===== src/rtl/if_fetch_stage.sv =====
// if_fetch_stage: PC, instruction-memory handshake, skid buffer and IF/ID register
module if_fetch_stage #(
  parameter logic [15:0] RESET_PC = 16'h0000
) (
  input  logic        clk,
  input  logic        reset_n,
  output logic        i_readM,
  output logic [15:0] i_address,
  input  logic [15:0] i_data,
  input  logic        i_ready,
  input  logic        stall,
  input  logic        redirect,
  input  logic [15:0] redirect_pc,
  input  logic        halt,
  output logic        ifid_valid,
  output logic [15:0] ifid_inst,
  output logic [15:0] ifid_pc_plus1,
  output logic [3:0]  opcode,
  output logic [1:0]  rs,
  output logic [1:0]  rt,
  output logic [1:0]  rd,
  output logic [5:0]  func_code,
  output logic [7:0]  imm,
  output logic [11:0] target,
  output logic [15:0] fetch_count
);
  typedef enum logic [2:0] {IDLE, FETCH, HOLD, DROP, HALTED} state_t;
  state_t state_q, state_d;
  logic [15:0] pc_q, pc_d, stale_q, stale_d, buf_q, buf_d;
  logic [15:0] inst_q, inst_d, pc1_q, pc1_d, cnt_q, cnt_d;
  logic valid_q, valid_d;
  assign i_readM = state_q == FETCH || state_q == DROP;
  assign i_address = state_q == DROP ? stale_q : pc_q;
  assign ifid_valid = valid_q;
  assign ifid_inst = inst_q;
  assign ifid_pc_plus1 = pc1_q;
  assign fetch_count = cnt_q;
  assign opcode = inst_q[15:12];
  assign rs = inst_q[11:10];
  assign rt = inst_q[9:8];
  assign rd = inst_q[7:6];
  assign func_code = inst_q[5:0];
  assign imm = inst_q[7:0];
  assign target = inst_q[11:0];
  // next state: halt beats redirect beats stall beats normal flow
  always_comb begin
    state_d = state_q;
    pc_d = pc_q;
    stale_d = stale_q;
    buf_d = buf_q;
    valid_d = valid_q;
    inst_d = inst_q;
    pc1_d = pc1_q;
    cnt_d = cnt_q;
    if (state_q == HALTED) begin
      state_d = HALTED;
    end else if (halt) begin
      state_d = HALTED;
      valid_d = 1'b0;
      inst_d = '0;
    end else if (redirect) begin
      pc_d = redirect_pc;
      valid_d = 1'b0;
      inst_d = '0;
      state_d = (state_q == FETCH || state_q == DROP) && !i_ready ? DROP : FETCH;
      if (state_q == FETCH) stale_d = pc_q;
    end else begin
      case (state_q)
        IDLE: state_d = FETCH;
        FETCH: begin
          if (i_ready) begin
            pc_d = pc_q + 16'd1;
            if (stall) begin
              buf_d = i_data;
              state_d = HOLD;
            end else begin
              valid_d = 1'b1;
              inst_d = i_data;
              pc1_d = pc_q + 16'd1;
              cnt_d = cnt_q + 16'd1;
            end
          end else if (!stall) begin
            valid_d = 1'b0;
            inst_d = '0;
          end
        end
        HOLD: begin
          if (!stall) begin
            valid_d = 1'b1;
            inst_d = buf_q;
            pc1_d = pc_q;
            cnt_d = cnt_q + 16'd1;
            state_d = FETCH;
          end
        end
        DROP: begin
          if (i_ready) state_d = FETCH;
          if (!stall) begin
            valid_d = 1'b0;
            inst_d = '0;
          end
        end
        default: state_d = state_q;
      endcase
    end
  end
  // state and pipeline register update
  always_ff @(posedge clk or negedge reset_n) begin
    if (!reset_n) begin
      state_q <= IDLE;
      pc_q <= RESET_PC;
      stale_q <= '0;
      buf_q <= '0;
      valid_q <= 1'b0;
      inst_q <= '0;
      pc1_q <= '0;
      cnt_q <= '0;
    end else begin
      state_q <= state_d;
      pc_q <= pc_d;
      stale_q <= stale_d;
      buf_q <= buf_d;
      valid_q <= valid_d;
      inst_q <= inst_d;
      pc1_q <= pc1_d;
      cnt_q <= cnt_d;
    end
  end
endmodule


===== config.mk =====
export PLATFORM = sky130hd
export DESIGN_NAME = if_fetch_stage
export DESIGN_NICKNAME = d
export VERILOG_FILES = /design/src/rtl/if_fetch_stage.sv
export SDC_FILE = /design/constraint.sdc
export NUM_CORES = 1
export LEC_CHECK = 0
export ABC_AREA = 1
export CORE_ASPECT_RATIO = 0.6
export CORE_MARGIN = 8
export CORE_UTILIZATION = 30
export CTS_CLUSTER_DIAMETER = 30
export DETAILED_ROUTE_END_ITERATION = 7
export SLEW_MARGIN = 20
export SYNTH_ARGS = -nofsm -noshare
export SYNTH_HDL_FRONTEND = slang
export SYNTH_SLANG_ARGS = --single-unit
export TNS_END_PERCENT = 10

===== constraint.sdc =====
create_clock -name clk -period 1.9 [get_ports clk]
set_input_delay 0.38 -clock clk [delete_from_list [all_inputs] [get_ports clk]]
set_output_delay 0.38 -clock clk [all_outputs]
set_load 0.03 [all_outputs]

==> results.cfg <==
[status]
outcome = finished with violations
failed_checks = negative hold slack, negative setup slack

[synthesis]
synth_top_area_share_pct = 42.7
synth_fp_nets = 898
synth.ff_latch_count = 100
syn_inst = 858
yosysUniqueCellTypes = 28
synth_most_common_cell = sky130_fd_sc_hd__nand2_1
synth_common_cells = 307 x sky130_fd_sc_hd__nand2_1, 111 x sky130_fd_sc_hd__inv_1, 100 x sky130_fd_sc_hd__dfrtp_1
synth_area_leaders = sky130_fd_sc_hd__dfrtp_1 43%, sky130_fd_sc_hd__nand2_1 20%, sky130_fd_sc_hd__inv_1 7.1%
syn_area_sq_mm = 0.00586
synth_sequential_area_ratio_pct = 42.7
yosysWarningCount = 0
synth-async-reset-ratio_pct = 100
main_combinational_cell_family_by_area_after_synthesis = simple AND/OR/NAND/NOR gates
compound_cell_area_share_of_the_yosys_netlist_pct = 8.93
synth_edf_count = 0
synth-simple-area-share_pct = 31.8
synth.mux.area_fraction_pct = 0
synth_top_area_cell = sky130_fd_sc_hd__dfrtp_1
post_synthesis_xor_xnor_area_fraction_pct = 1.79
synth_top_flop_cell = sky130_fd_sc_hd__dfrtp_1
synthAdderAreaFrac_pct = 0.427
synth_area_per_cell_sq_um = 6.83

[clock_tree]
htree_num_levels = 3
clk_latency_ns = 0.34
clock_tree.buffer_depth = 2
cts_inserted_buffers = 9
cts.clk_slew.worst_paths_ns = 0.07
cts_tree = yes
clock_sink_count = 100
cts-hold-fix-buffers = 0
clk_root_buffer_cell = sky130_fd_sc_hd__clkbuf_16

[worst_setup_path]
cp_data_arrival_time_ns = 1.59
worst_setup_path_end_kind = output pin
crit_path_top_delay_cell = sky130_fd_sc_hd__dfrtp_1
critPathMaxFanout = 9
path_cells = nand2_4 > nor2_4 > buf_12 > nand2_4 > o21ai_2 > buf_6 > buf_12
r2r.worst_path.cells = 9
worst-path-buf-inv = 3
worstSetupStartpointType = register
critical_path_required_ns = 1.52
cp.depth = 7
reg2reg_to = ifid_pc_plus1[10]
cp_top_family = flip-flops
timing.reg2reg.setup_slack_ns = 0.24
rr_startpoint = pc_q[1]
worst_path_largest_cell_delay_ns = 0.45
path_class = register to output pin

[floorplanning]
placementRows = 39
io_pins = 140
dieWidth_um = 196
fp.dieH_um = 124
start_util_pct = 30.7
core_sq_mm = 0.0191
floorplan.die_area_sq_mm = 0.0244

[final_layout]
fillerInstances = 1952
final_layout_size_suffix_gt1_share_pct = 11.5
antenna_cells = 0
finish.utilization_pct = 42.8
design_area_sq_mm = 0.00817
final-seq-area_sq_mm = 0.00250
area_overhead_of_the_layout_relative_to_synthesis_pct = 39.5
multiInputGateArea_sq_mm = 0.00264
design.final.nets = 1028

[pwr]
power_frac_clock_pct = 17.0
total_switching_power_uw = 4820
static-leakage-power_uw = 0.00429
sw_frac_of_total_pct = 44.3
p_comb_share_pct = 51.4
power.internal_uw = 6060
peakVddDrop_mv = 0.719
cell_pwr_density_mw_per_mm2 = 1330
seqPwrFrac_pct = 31.6

[grt]
grt_pass1_vias = 5285
grt_antenna_before_repair = 0
grt_overflow = 0
grt_max_degree = 43
grt_pass1_wl_mm = 28.6
grtUsageTotal_pct = 14.2

[routing]
routed_wirelength_mm = 17.3
wl_per_cell_um = 13.7
drt.antenna.violating_nets = 0
dr.first_iter.drc_count = 300
num_vias = 5547
route.detailed.drc = 0
dr.pass1.iters = 5
detail_route.vias_per_cell = 4.41

[placed_design]
place_area_sq_mm = 0.00761
place.port_buffers = 139
place_ws_ns = -0.0512
post-dp-hpwl_mm = 12.7
routabilityCongestion = 0.857

[hold_path]
min-delay-path-class = input pin to async pin

[sta]
final_critical_path_setup_slack_ns = -0.0697
rsz0062_at_grt = true
finalWorstPathRequiredPeriod_ns = 1.97
finalSetupTns_ns = -0.404
max-slew-margin-rel_pct = 66.3
maxSlewViolCount = 0
setup_viol = 13
hold_viol_final = 2
holdWs_ns = -0.0131
skew_ns = 0.0115
worst_margin_pin_slew_ns = 0.502
max_freq_ghz = 0.508
finalCritPeriodShare_pct = 104

[flow_run]
maxCapViolCount = 0
[state kept, by name, indices dropped and copies added (netlist names)]
register / flops
ifid_inst: 16
ifid_pc_plus1: 16
fetch_count: 16
stale_q: 16
pc_q: 16
state_q: 3
ifid_valid: 1
buf_q: 16
[layer usage]
metal  up-vias  global-route usage, %  part of all wire (%)
li1       2846                      -                     -
met1      2528                   20.3                    51
met2       167                   21.1                    42
met3         6                   4.32                   7.3
met4         0                   2.04                  0.20
met5         -                      0                     0
[worst max path at each step]
stage	startpoint	endpoint	slack [ns]
2_1_floorplan	state_q[2]	i_address[0]	-0.02
3_3_place_gp	halt	ifid_inst[10]	-0.006
3_5_place_dp	halt	ifid_inst[11]	-0.05
4_1_cts	state_q[2]	i_address[15]	-0.15
5_1_grt	state_q[2]	i_address[11]	-0.15
6_report	state_q[1]	i_address[11]	-0.07
[kinds of logic after synthesis]
| family | Yosys count |
|---|---|
| compound gates | 100 |
| flops | 100 |
| xor+xnor | 12 |
| simple gates | 465 |
| buf+inv | 179 |
| fa+ha+maj | 2 |
[layout by cell type, fill, tap and decap left out, drive strengths merged, types with 2 or more instances in the layout]
cell | netlist | final
clkinvlp | 0 | 4
nor2 | 102 | 102
nand2 | 312 | 312
a21oi | 17 | 17
xnor2 | 3 | 3
clkdlybuf4s50 | 0 | 108
clkbuf | 10 | 10
dfrtp | 100 | 100
nor3 | 5 | 5
o21bai | 2 | 2
nand4 | 8 | 8
dlymetal6s2s | 0 | 10
xor2 | 9 | 9
inv | 114 | 114
o21ai | 78 | 78
buf | 55 | 62
ha | 2 | 2
nand3 | 38 | 38
dlygate4sd2 | 0 | 4
[timing repair]
item                       4_1_cts  5_1_grt
setup endpoints to repair       21       30
resized for setup               38       33
cloned                           2        0
pin swaps                        1        1
buffers inserted                 6        2
[stage by stage]
step           std cells  power [uW]
3_5_place_dp        1235        8870
2_1_floorplan        858        6920
4_1_cts             1259       10900
6_report            1259       10900
5_1_grt             1259       11600
3_3_place_gp        1235        8810
[area by class of cell]
type,instances,area share [%]
clock buffer,10,2.80
inverter,114,5.24
clock inverter,6,0.796
sequential,100,30.6
multi-input combinational,579,32.3
tap,266,4.07
timing repair buffer,184,24.2
[power groups by stage]
stage / logic (uW) / clock network [uW] / registers, uW
final: 5590 / 1850 / 3440
after global routing: 6060 / 1980 / 3550
after CTS: 5580 / 1920 / 3420
after detailed placement: 5440 / 0 / 3430
after global placement: 5390 / 0 / 3420
after floorplan: 3080 / 0 / 3840
Power figures use the tool's default switching activity.
==> RTL edit 1 (same flow settings) <==
Make the reset (`reset_n`) synchronous in one clocked block.
--- a/src/rtl/if_fetch_stage.sv
+++ b/src/rtl/if_fetch_stage.sv
@@ -107,3 +107,3 @@
   // state and pipeline register update
-  always_ff @(posedge clk or negedge reset_n) begin
+  always_ff @(posedge clk) begin
     if (!reset_n) begin
Function: changed (Yosys sat finds a counterexample within 4 cycles, from zero or initial values and one cycle with reset_n low; the reset may be asserted at any time).
==> RTL edit 1 against the unedited design <==
The flow finishes with violations (setup timing). Setup slack lost 0.13 ns. Sequential cell count is the same. Clock skew grew 0.0044 ns. Critical path depth grew 2. Critical path type unchanged. Routed wire length grew 20%. Cell area grew 2.3%. Area after synthesis grew 0.15%. Die area grew 0.13%. Critical endpoint is now i_address[12].
Power is not compared: it rests on default switching activity, and its combinational part moved more than twofold at a synthesized area within 25%.
==> RTL edit 1: results (changes against the unedited design) <==
post-placement cell count=1325 (was 1235); first-pass GRT wire length=33000 um (was 28600 um); GRT Total Usage=16.4% (was 14.2%); Yosys top cell area share=34.1% (was 42.7%); Routed met1 length=10800 um (was 8810 um); violated checks=setup timing (was hold timing, setup timing); fillcell total=1956 (was 1952); routed wl met2=8260 um (was 7190 um); Setup violations, final=16 (was 13); Placement Cell Area=0.00774 mm^2 (was 0.00761 mm^2); Top delay family on crit path=buffers and inverters (was flip-flops); Arr. time, crit path=1.72 ns (was 1.59 ns); layout cells sized above 1=13.4% (was 11.5%); Seq/Total Area, Yosys=34.1% (was 42.7%); status=finished, violations left (unchanged); pin count of the biggest net entering global routing=33 (was 43); Iter 0 DRT Violations=592 (was 300); synth cell count leaders=nand2_1, nor2_1, dfxtp_1 (was nand2_1, inv_1, dfrtp_1); Slew HR=70.7% (was 66.3%); Non-Filler Instances=1362 (was 1259); worst hold path class=reg -> reg (was in -> async); worst hold slack=0.453 ns (was -0.0131 ns); Avg Vias per Cell=4.75 (was 4.41); number of global-route vias before repair=6005 (was 5285); Main synth FF type=dfxtp_1 (was dfrtp_1); drt total wl=20700 um (was 17300 um); ranking of synthesized cells by area=dfxtp_1, nand2_1, nor2_1 (was dfrtp_1, nand2_1, inv_1); nets=1131 (was 1028); final worst setup slack=-0.198 ns (was -0.0697 ns); post-CTS sizing=80 (was 38); Worst path slowest cell=dfxtp_2 (was dfrtp_1); post-CTS setup buffers=10 (was 6); Placer Congestion=0.870 (was 0.857); Distinct cells, synth=32 (was 28); Global Route met2 Usage=23.1% (was 21.1%)
==> RTL edit 1: logic make-up (layout without fill, tap and decap cells) <==
logic type               after synthesis  in the layout  synth area share, %
flip-flops                           100            100                 34.1
AND/OR/NAND/NOR                      519            519                 36.4
AO/OA/AOI/OAI                        157            157                 13.7
XOR/XNOR                              11             11                 1.64
buffers and inverters                161            307                 13.8
adder cells (fa/ha/maj)                2              2                0.426
==> RTL edit 1: worst paths after layout <==
check,depth (start not counted),to,startpoint
hold / removal,2,buf_q[7],buf_q[7]
setup reg to reg,14,state_q[0],state_q[2]
hold reg to reg,2,buf_q[7],buf_q[7]
setup / recovery,9,i_address[12],state_q[2]
==> RTL edit 1: area by class of cell <==
| cell class | count | share of cell area, % |
|---|---|---|
| well taps | 266 | 3.98 |
| inverters | 75 | 3.40 |
| clock buffers | 9 | 2.70 |
| clock inverters | 7 | 0.973 |
| flip-flops and latches | 100 | 24.0 |
| multi-input cells | 689 | 38.0 |
| repair buffers | 216 | 26.9 |
==> RTL edit 2 (same flow settings) <==
Made on the original files. The 5 states of `state_t` get a Gray code encoding in 3 bits.
--- a/src/rtl/if_fetch_stage.sv
+++ b/src/rtl/if_fetch_stage.sv
@@ -26,3 +26,3 @@
 );
-  typedef enum logic [2:0] {IDLE, FETCH, HOLD, DROP, HALTED} state_t;
+  typedef enum logic [2:0] {IDLE = 3'b000, FETCH = 3'b001, HOLD = 3'b011, DROP = 3'b010, HALTED = 3'b110} state_t;
   state_t state_q, state_d;
Behaviour: same outputs for any inputs over 4 cycles, from zero or initial values and one cycle with reset_n low; so few cycles prove little.
==> RTL edit 2 against the unedited design <==
The flow finishes with violations (setup timing). Area after synthesis is 5.8% lower. Sequential cell count unchanged. Sequential power decreased by 3%. Routed wire length up 4.3%. Setup slack better by 0.035 ns. Cell area down 0.23%. Total power increased by 9.5%.
==> RTL edit 2: results (changes against the unedited design) <==
buffering overhead=28.0% (was 24.2%); Logic inverters=61 (was 114); skew final=0.00931 ns (was 0.0115 ns); Worst-Margin Slew=0.561 ns (was 0.502 ns); fraction of area in multi-input gates=31.3% (was 32.3%); top routing layer in use=met4 (unchanged); routed vias=5406 (was 5547); crit path max fanout=8 (was 9); post-CTS setup buffers=7 (was 6); Peak VDD IR=0.600 mV (was 0.719 mV); post-CTS sizing=54 (was 38); Routed met1 length=9130 um (was 8810 um); nets=942 (was 1028); layout cells sized above 1=15.7% (was 11.5%); GRT Total Usage=15.6% (was 14.2%); pin count of the biggest net entering global routing=35 (was 43); switching share of power=43.3% (was 44.3%); Routed wire per std cell=15.7 um (was 13.7 um); routed wl met2=7240 um (was 7190 um); non-clock buffer count=206 (was 184); Arr. time, crit path=1.56 ns (was 1.59 ns); Worst Reg-to-Reg Cells=10 (was 9); fillcell total=1765 (was 1952); Pleak=4.03 nW (was 4.29 nW); Placer Congestion=0.883 (was 0.857); Seq/Total Area, Yosys=45.4% (was 42.7%); GRT met1 Usage=24.0% (was 20.3%); CTS H-tree lvls=3 (unchanged); sequential cell area share=30.7% (was 30.6%); violated checks=setup timing (was hold timing, setup timing); number of global-route vias before repair=5056 (was 5285); routed wl met3=1530 um (was 1250 um); Iter 0 DRT Violations=477 (was 300); Distinct cells, synth=31 (was 28); Global Route met2 Usage=21.6% (was 21.1%); Main synth FF type=dfrtp_1 (unchanged); syn_nets=790 (was 898); Comb power frac=56.5% (was 51.4%); GR Util met3=4.16% (was 4.32%); Core Region=0.0181 mm^2 (was 0.0191 mm^2); status=finished, violations left (unchanged); synth cell count leaders=nand2_1, o21ai_0, dfrtp_1 (was nand2_1, inv_1, dfrtp_1); sequential power share=28.0% (was 31.6%); ranking of synthesized cells by area=dfrtp_1, nand2_1, o21ai_0 (was dfrtp_1, nand2_1, inv_1); final worst setup slack=-0.0350 ns (was -0.0697 ns); multi-input gates=524 (was 579); Setup violations, final=7 (was 13); first-pass GRT wire length=28500 um (was 28600 um); CTS Hold Bufs=1 (was 0); worst hold path class=reg -> reg (was in -> async); clock network area share=3.55% (was 3.60%)
[RTL edit 2: cell count changes in the layout (fill, tap and decap cells not counted), moves of 6 or more]
cell     change
buf_12       +9
buf_4       +16
buf_6        -6
inv_1       -55
nand2_1     -64
nand2_4      -6
nand3_1     +13
nor2_1      -38
o21ai_0     +30
o21ai_1     -10
o21ai_4      +6
[RTL edit 2: kinds of logic (layout without fill, tap and decap cells)]
logic type               count (synthesis)  in the layout  synth area share, %
buffers and inverters                  126            282                 11.4
AO/OA/AOI/OAI                          132            132                 12.5
flip-flops                             100            100                 45.4
AND/OR/NAND/NOR                        377            377                 28.3
adder cells (fa/ha/maj)                  2              2                0.453
XOR/XNOR                                13             13                 2.06
[RTL edit 2: final timing paths]
| kind | startpoint | slack, ns | end |
|---|---|---|---|
| max in group asynchronous | reset_n | 0.82 | ifid_pc_plus1[7] |
| min in group asynchronous | reset_n | 0.53 | ifid_inst[12] |
| hold / removal | ifid_pc_plus1[11] | 0.48 | ifid_pc_plus1[11] |
| setup / recovery | state_q[2] | -0.04 | i_address[10] |
| setup reg to reg | state_q[1] | 0.19 | fetch_count[5] |
| hold reg to reg | ifid_pc_plus1[11] | 0.48 | ifid_pc_plus1[11] |
[RTL edit 2: through the flow]
step                cells  power (mW)  utilization, %  setup WS (ns)
floorplan             750        6.36               -         0.0356
global placement     1129        9.58            42.1         -0.124
detailed placement   1129        9.61            42.1        -0.0986
CTS                  1150        12.0            45.0        -0.0614
global route         1146        12.6            45.1         -0.108
finish               1146        11.9            45.1        -0.0350
[RTL edit 2: critical path, cell delays in order, from the launching register on]
cell,delay (ns)
dfrtp_1,0.40
inv_2,0.09
nand3_4,0.09
inv_4,0.09
buf_6,0.13
buf_16,0.15
nand2_4,0.06
o21ai_4,0.07
buf_12,0.14
